<file path="src/rtl/csr_intr_ctrl.sv">
// Machine-mode CSR file (mstatus/mie/mip/mtvec/mepc/mcause) with a prioritised interrupt requester.
// Latency: irq lines reach mip after SYNC_STAGES cycles; CSR writes and trap/mret updates land on the next edge.
// Backpressure: intr_req holds until the pipeline acks; an ack without a request is ignored.
module csr_intr_ctrl #(
    parameter int          DW          = 32,
    parameter int          NUM_LOCAL   = 4,
    parameter int          SYNC_STAGES = 2,
    parameter logic [31:0] RESET_VEC   = 32'h0000_0000,
    localparam int         LW          = (NUM_LOCAL > 0) ? NUM_LOCAL : 1
) (
    input  logic          i_clk,
    input  logic          i_rst,
    input  logic          i_csr_we,
    input  logic [11:0]   i_csr_addr,
    input  logic [DW-1:0] i_csr_wdata,
    output logic [DW-1:0] o_csr_rdata,
    input  logic          i_timer_irq,
    input  logic          i_ext_irq,
    input  logic [LW-1:0] i_local_irq,
    output logic          o_intr_req,
    output logic [DW-1:0] o_intr_vec,
    input  logic          i_intr_ack,
    input  logic [DW-1:0] i_epc_in,
    input  logic          i_mret,
    output logic [DW-1:0] o_mepc_out
);

    localparam int          NLINES   = NUM_LOCAL + 2;
    localparam logic [31:0] LOC_MASK = ((32'd1 << NUM_LOCAL) - 32'd1) << 16;
    localparam logic [31:0] MIE_MASK = 32'h0000_0880 | LOC_MASK;

    // Architectural state
    logic        r_mstatus_mie;
    logic        r_mstatus_mpie;
    logic [31:0] r_mie;
    logic [31:0] r_mtvec;
    logic [31:0] r_mepc;
    logic [31:0] r_mcause;
    logic [NLINES-1:0] r_sync [SYNC_STAGES];

    logic [NLINES-1:0] w_irq_in;
    logic [31:0]       w_mip;
    logic [31:0]       w_pend;
    logic [31:0]       w_mstatus;
    logic [4:0]        w_code;
    logic [31:0]       w_base;
    logic              w_take;
    logic              w_wr_mstatus;
    logic              w_wr_mie;
    logic              w_wr_mtvec;
    logic              w_wr_mepc;
    logic              w_wr_mcause;

    // Gather the raw interrupt lines: bit 0 timer, bit 1 external, then locals
    always_comb begin
        w_irq_in    = '0;
        w_irq_in[0] = i_timer_irq;
        w_irq_in[1] = i_ext_irq;
        for (int i = 0; i < NUM_LOCAL; i++) begin
            w_irq_in[2+i] = i_local_irq[i];
        end
    end

    // Synchroniser chain; the last stage is the mip pending state itself
    always_ff @(posedge i_clk) begin
        if (i_rst) begin
            for (int s = 0; s < SYNC_STAGES; s++) begin
                r_sync[s] <= '0;
            end
        end else begin
            r_sync[0] <= w_irq_in;
            for (int s = 1; s < SYNC_STAGES; s++) begin
                r_sync[s] <= r_sync[s-1];
            end
        end
    end

    // Map synchronised lines onto their mip bit positions
    always_comb begin
        w_mip     = '0;
        w_mip[7]  = r_sync[SYNC_STAGES-1][0];
        w_mip[11] = r_sync[SYNC_STAGES-1][1];
        for (int i = 0; i < NUM_LOCAL; i++) begin
            w_mip[16+i] = r_sync[SYNC_STAGES-1][2+i];
        end
    end

    assign w_pend = w_mip & r_mie;

    // Fixed priority: MEI, then MTI, then local[0] upward (lowest index wins)
    always_comb begin
        w_code = 5'd0;
        for (int i = NUM_LOCAL - 1; i >= 0; i--) begin
            if (w_pend[16+i]) begin
                w_code = 5'(16 + i);
            end
        end
        if (w_pend[7]) begin
            w_code = 5'd7;
        end
        if (w_pend[11]) begin
            w_code = 5'd11;
        end
    end

    assign o_intr_req = r_mstatus_mie & (|w_pend);
    assign w_base     = {r_mtvec[31:2], 2'b00};
    assign o_intr_vec = w_base + (r_mtvec[0] ? {25'd0, w_code, 2'b00} : 32'd0);
    assign o_mepc_out = r_mepc;

    assign w_take       = i_intr_ack & o_intr_req;
    assign w_wr_mstatus = i_csr_we && (i_csr_addr == 12'h300);
    assign w_wr_mie     = i_csr_we && (i_csr_addr == 12'h304);
    assign w_wr_mtvec   = i_csr_we && (i_csr_addr == 12'h305);
    assign w_wr_mepc    = i_csr_we && (i_csr_addr == 12'h341);
    assign w_wr_mcause  = i_csr_we && (i_csr_addr == 12'h342);

    // mstatus: trap entry beats mret, which beats a software write
    always_ff @(posedge i_clk) begin
        if (i_rst) begin
            r_mstatus_mie  <= 1'b0;
            r_mstatus_mpie <= 1'b0;
        end else if (w_take) begin
            r_mstatus_mpie <= r_mstatus_mie;
            r_mstatus_mie  <= 1'b0;
        end else if (i_mret) begin
            r_mstatus_mie  <= r_mstatus_mpie;
            r_mstatus_mpie <= 1'b1;
        end else if (w_wr_mstatus) begin
            r_mstatus_mie  <= i_csr_wdata[3];
            r_mstatus_mpie <= i_csr_wdata[7];
        end
    end

    // mie and mtvec writes are independent of trap entry
    always_ff @(posedge i_clk) begin
        if (i_rst) begin
            r_mie   <= '0;
            r_mtvec <= RESET_VEC;
        end else begin
            if (w_wr_mie) begin
                r_mie <= i_csr_wdata & MIE_MASK;
            end
            if (w_wr_mtvec) begin
                r_mtvec <= i_csr_wdata & ~32'h0000_0002;
            end
        end
    end

    // mepc/mcause: trap entry captures PC and cause, dropping a same-cycle write
    always_ff @(posedge i_clk) begin
        if (i_rst) begin
            r_mepc   <= '0;
            r_mcause <= '0;
        end else if (w_take) begin
            r_mepc   <= i_epc_in & ~32'h0000_0003;
            r_mcause <= {1'b1, 26'd0, w_code};
        end else begin
            if (w_wr_mepc) begin
                r_mepc <= i_csr_wdata & ~32'h0000_0003;
            end
            if (w_wr_mcause) begin
                r_mcause <= i_csr_wdata;
            end
        end
    end

    assign w_mstatus = {24'd0, r_mstatus_mpie, 3'd0, r_mstatus_mie, 3'd0};

    // Combinational read port straight from current register state
    always_comb begin
        o_csr_rdata = '0;
        case (i_csr_addr)
            12'h300: o_csr_rdata = w_mstatus;
            12'h304: o_csr_rdata = r_mie;
            12'h305: o_csr_rdata = r_mtvec;
            12'h341: o_csr_rdata = r_mepc;
            12'h342: o_csr_rdata = r_mcause;
            12'h344: o_csr_rdata = w_mip;
            default: o_csr_rdata = '0;
        endcase
    end

endmodule

</file>
<file path="config.mk">
export PLATFORM = sky130hd
export DESIGN_NAME = csr_intr_ctrl
export DESIGN_NICKNAME = d
export VERILOG_FILES = /design/src/rtl/csr_intr_ctrl.sv
export SDC_FILE = /design/constraint.sdc
export NUM_CORES = 1
export LEC_CHECK = 0
export CAP_MARGIN = 25
export CELL_PAD_IN_SITES_DETAIL_PLACEMENT = 1
export CELL_PAD_IN_SITES_GLOBAL_PLACEMENT = 1
export CORE_UTILIZATION = 25
export DETAILED_ROUTE_END_ITERATION = 10
export DONT_BUFFER_PORTS = 1
export PLACE_DENSITY = 0.59
export REMOVE_ABC_BUFFERS = 1
export SETUP_SLACK_MARGIN = 0.5
export SYNTH_ARGS = -nofsm -noshare
export SYNTH_HDL_FRONTEND = slang
export SYNTH_SLANG_ARGS = --single-unit
</file>
<file path="constraint.sdc">
create_clock -name i_clk -period 2.8 [get_ports i_clk]
set_clock_uncertainty 0.15 [all_clocks]
set_input_delay 0.28 -clock i_clk [delete_from_list [all_inputs] [get_ports i_clk]]
set_output_delay 0.28 -clock i_clk [all_outputs]
set_load 0.03 [all_outputs]
</file>
==> metrics <==
Tot Pwr=about 0.0041 W; Die H=154 um; number of synthesis warnings=0; syn avg cell area=8.63 um2; via/cell ratio=5.18; Slew Limit Fails=0; number of enable flip-flop cells after synthesis=0; worst-path maximum fanout=12; initial antenna violation count=0; Max Cap Viol=0; largest net degree at the start of global routing=87; Placement Setup Slack=-206 ps; IO Pins=184; Antenna Nets Post-Route=0; RSZ-0062 raised after global routing=yes; starting density of the core=25.6%; crit start category=flop; via count=5,852; CP peak stage delay=370 ps; class of the worst hold path=primary input to flop; Async S/R FF share, synth=0%; Seq/Total Area, Yosys=39.1%; IO Port Bufs=0; PwrDens=462 nW/um2; CTS tree=built; Critical Path End Type=output pin; clock power share=55.6%; clk slew on worst S/H paths=50 ps; drt first-iter violations=448; clock sink total=113; Die W=roughly 150 um; Max-slew headroom=56.0%; Combinational Power Share=4.6%; first-pass GRT wire length=36,900 um; antenna cells=0; Worst-Margin Slew=660 ps; root cell of the clock tree=clkbuf_16; Routed WL=24,300 um; number of CTS-inserted buffers=17; layout cells sized above 1=27.2%; Setup Viol. Count Final=28; failing checks=negative setup slack; Internal=0.00320 W; Filler cells=2,554; drt wl/cell=21.5 um; leakage power=between 4 and 5 nW; final hold viol count=0; critical path class=flop to output pin; All-Layer GR Usage=20.4%; HPWL Detailed=15,000 um; Net Switching=0.000876 W; Tmin final=3160 ps; H-tree depth=4; grt ovf=0; final period utilization=113%; family with the most delay on the worst path=compound AO/OA/AOI/OAI gates; NumNets Final=between 900 and 1,000; Reg area=~2300 um2; synth-to-layout area growth=52.6%; Final GP Congestion=0.748; status=complete, but fails checks; final setup margin=-364 ps; # rows=55; synthesized cell area=5790 um2; Setup Total Neg Slack=-7540 ps; Top FF cell, synth=dfxtp_1; CP arrival=2730 ps; sequential power share=39.9%; worst skew pair latency=roughly 400 ps; drt pass-1 iters=8; multi-input logic area=3560 um2; Slowest cell on crit path=fa_2; worst path bufs/invs=2; DRC viols=0; post-synth cell types=52; Net Sw Frac=around 21%; crit-path cells=nand2_2 -> a32o_2 -> a21oi_2 -> nor2b_2 -> ha_2 -> fa_2 -> a21oi_4 -> o22ai_2 -> buf_12 -> nand4_1 -> xnor2_1 -> buf_4; Syn Inst Count=around 670; vias in the first global route=6,251; core area=approximately 23,000 um2; Seq cells post-synth=113; VDD IR max=0.251 mV; CP required=2370 ps; Bufs on Longest Clock Path=2; full die area=23,800 um2; highest clock rate=316 MHz; commonest non-fill, non-tap cell in the layout=dfxtp_1; most frequent cells in the layout=dfxtp_1 (106), nor2_1 (99), buf_4 (81)
## layer usage
layer	global-route usage, %	up-vias	share of wire, %
met4	5.90	0	1.3
met2	35.0	150	49
li1	-	2743	-
met1	26.1	2942	46
met5	0	-	0
met3	3.56	17	3.8
## logic make-up after synthesis
kind of cell,synth area share [%]
simple gates,22.2
flops,39.1
compound gates,13.4
buf+inv,6.12
mux,13.4
xor+xnor,4.24
fa+ha+maj,1.43
other cells,0.0648
## flip-flops by register name, summed over array words and instances, names as in the netlist
| signal | count |
|---|---|
| r_mcause | 32 |
| r_mtvec | 31 |
| o_mepc_out | 30 |
| r_sync | 12 |
| r_mie | 6 |
| r_mstatus_mie | 1 |
| r_mstatus_mpie | 1 |
## what timing repair did
action / CTS / global route
pin swaps: 34 / 24
gates resized for setup: 86 / 34
setup buffers: 11 / 6
hold buffers: 70 / 0
endpoints found under the setup margin: 62 / 62
cloned: 3 / 1
endpoints found under the hold margin: 113 / 0
## worst register-to-register path, delay by kind of cell (launching register included)
family                 cells  cell delay (ps)
buffers and inverters      4              690
and+or+nand+nor            1              140
AOI/OAI and AO/OA          3              760
DFF                        1              320
## cell type report
type,instances,share of cell area [%]
multi-input cells,481,40.2
flip-flops and latches,113,25.7
repair buffers,194,22.1
clock buffers,26,5.65
well taps,285,4.04
clock inverters,5,1.13
inverters,26,1.10
## worst paths after layout
kind                              startpoint              to  slack (ps)  cells after the start
worst max register to register  r_sync[0][8]  o_mepc_out[22]         650                      8
worst min-delay path                   i_rst     r_mtvec[19]         130                      2
worst max-delay path               r_mie[18]  o_intr_vec[20]        -360                     12
worst min register to register  r_sync[0][0]    r_sync[0][6]         290                      1
## synth_stat cells (5+ instances only)
cell type	instances	area share, %
a211oi_1	7	0.91
a21oi_1	6	0.52
a222oi_1	28	4.8
a22oi_1	5	0.65
a311oi_1	30	4.5
and3_1	6	0.65
buf_2	10	0.86
clkbuf_1	34	2.2
dfxtp_1	113	39
ha_1	5	1.1
inv_1	26	1.7
mux2_2	6	1.2
mux2i_1	71	12
nand2_1	85	5.5
nand2b_1	6	0.65
nand3_1	12	1.0
nand4_1	13	1.4
nor2_1	101	6.5
nor2b_1	14	1.5
nor3_1	8	0.69
nor4_1	5	0.54
xnor2_1	18	2.7
xor2_1	10	1.5
## power by group through the flow
stage / Clock (W) / Combinational [W] / Sequential [W]
2_1_floorplan: 0 / 0.0000412 / 0.00166
3_3_place_gp: 0 / 0.0000569 / 0.00166
3_5_place_dp: 0 / 0.0000579 / 0.00166
4_1_cts: 0.00233 / 0.000186 / 0.00163
5_1_grt: 0.00239 / 0.000199 / 0.00163
6_report: 0.00227 / 0.000186 / 0.00163
## stage by stage
stage          instance area (um2)  hold WS, ps  util [%]  instances
2_1_floorplan                 5540          199         -        619
3_3_place_gp                  6840          211      30.2       1008
3_5_place_dp                  6840          212      30.2       1008
4_1_cts                       8640         41.7      38.2       1123
5_1_grt                       8840          136      39.0       1130
6_report                      8840          127      39.0       1130
Note: power is estimated with default switching activity, not from simulation.
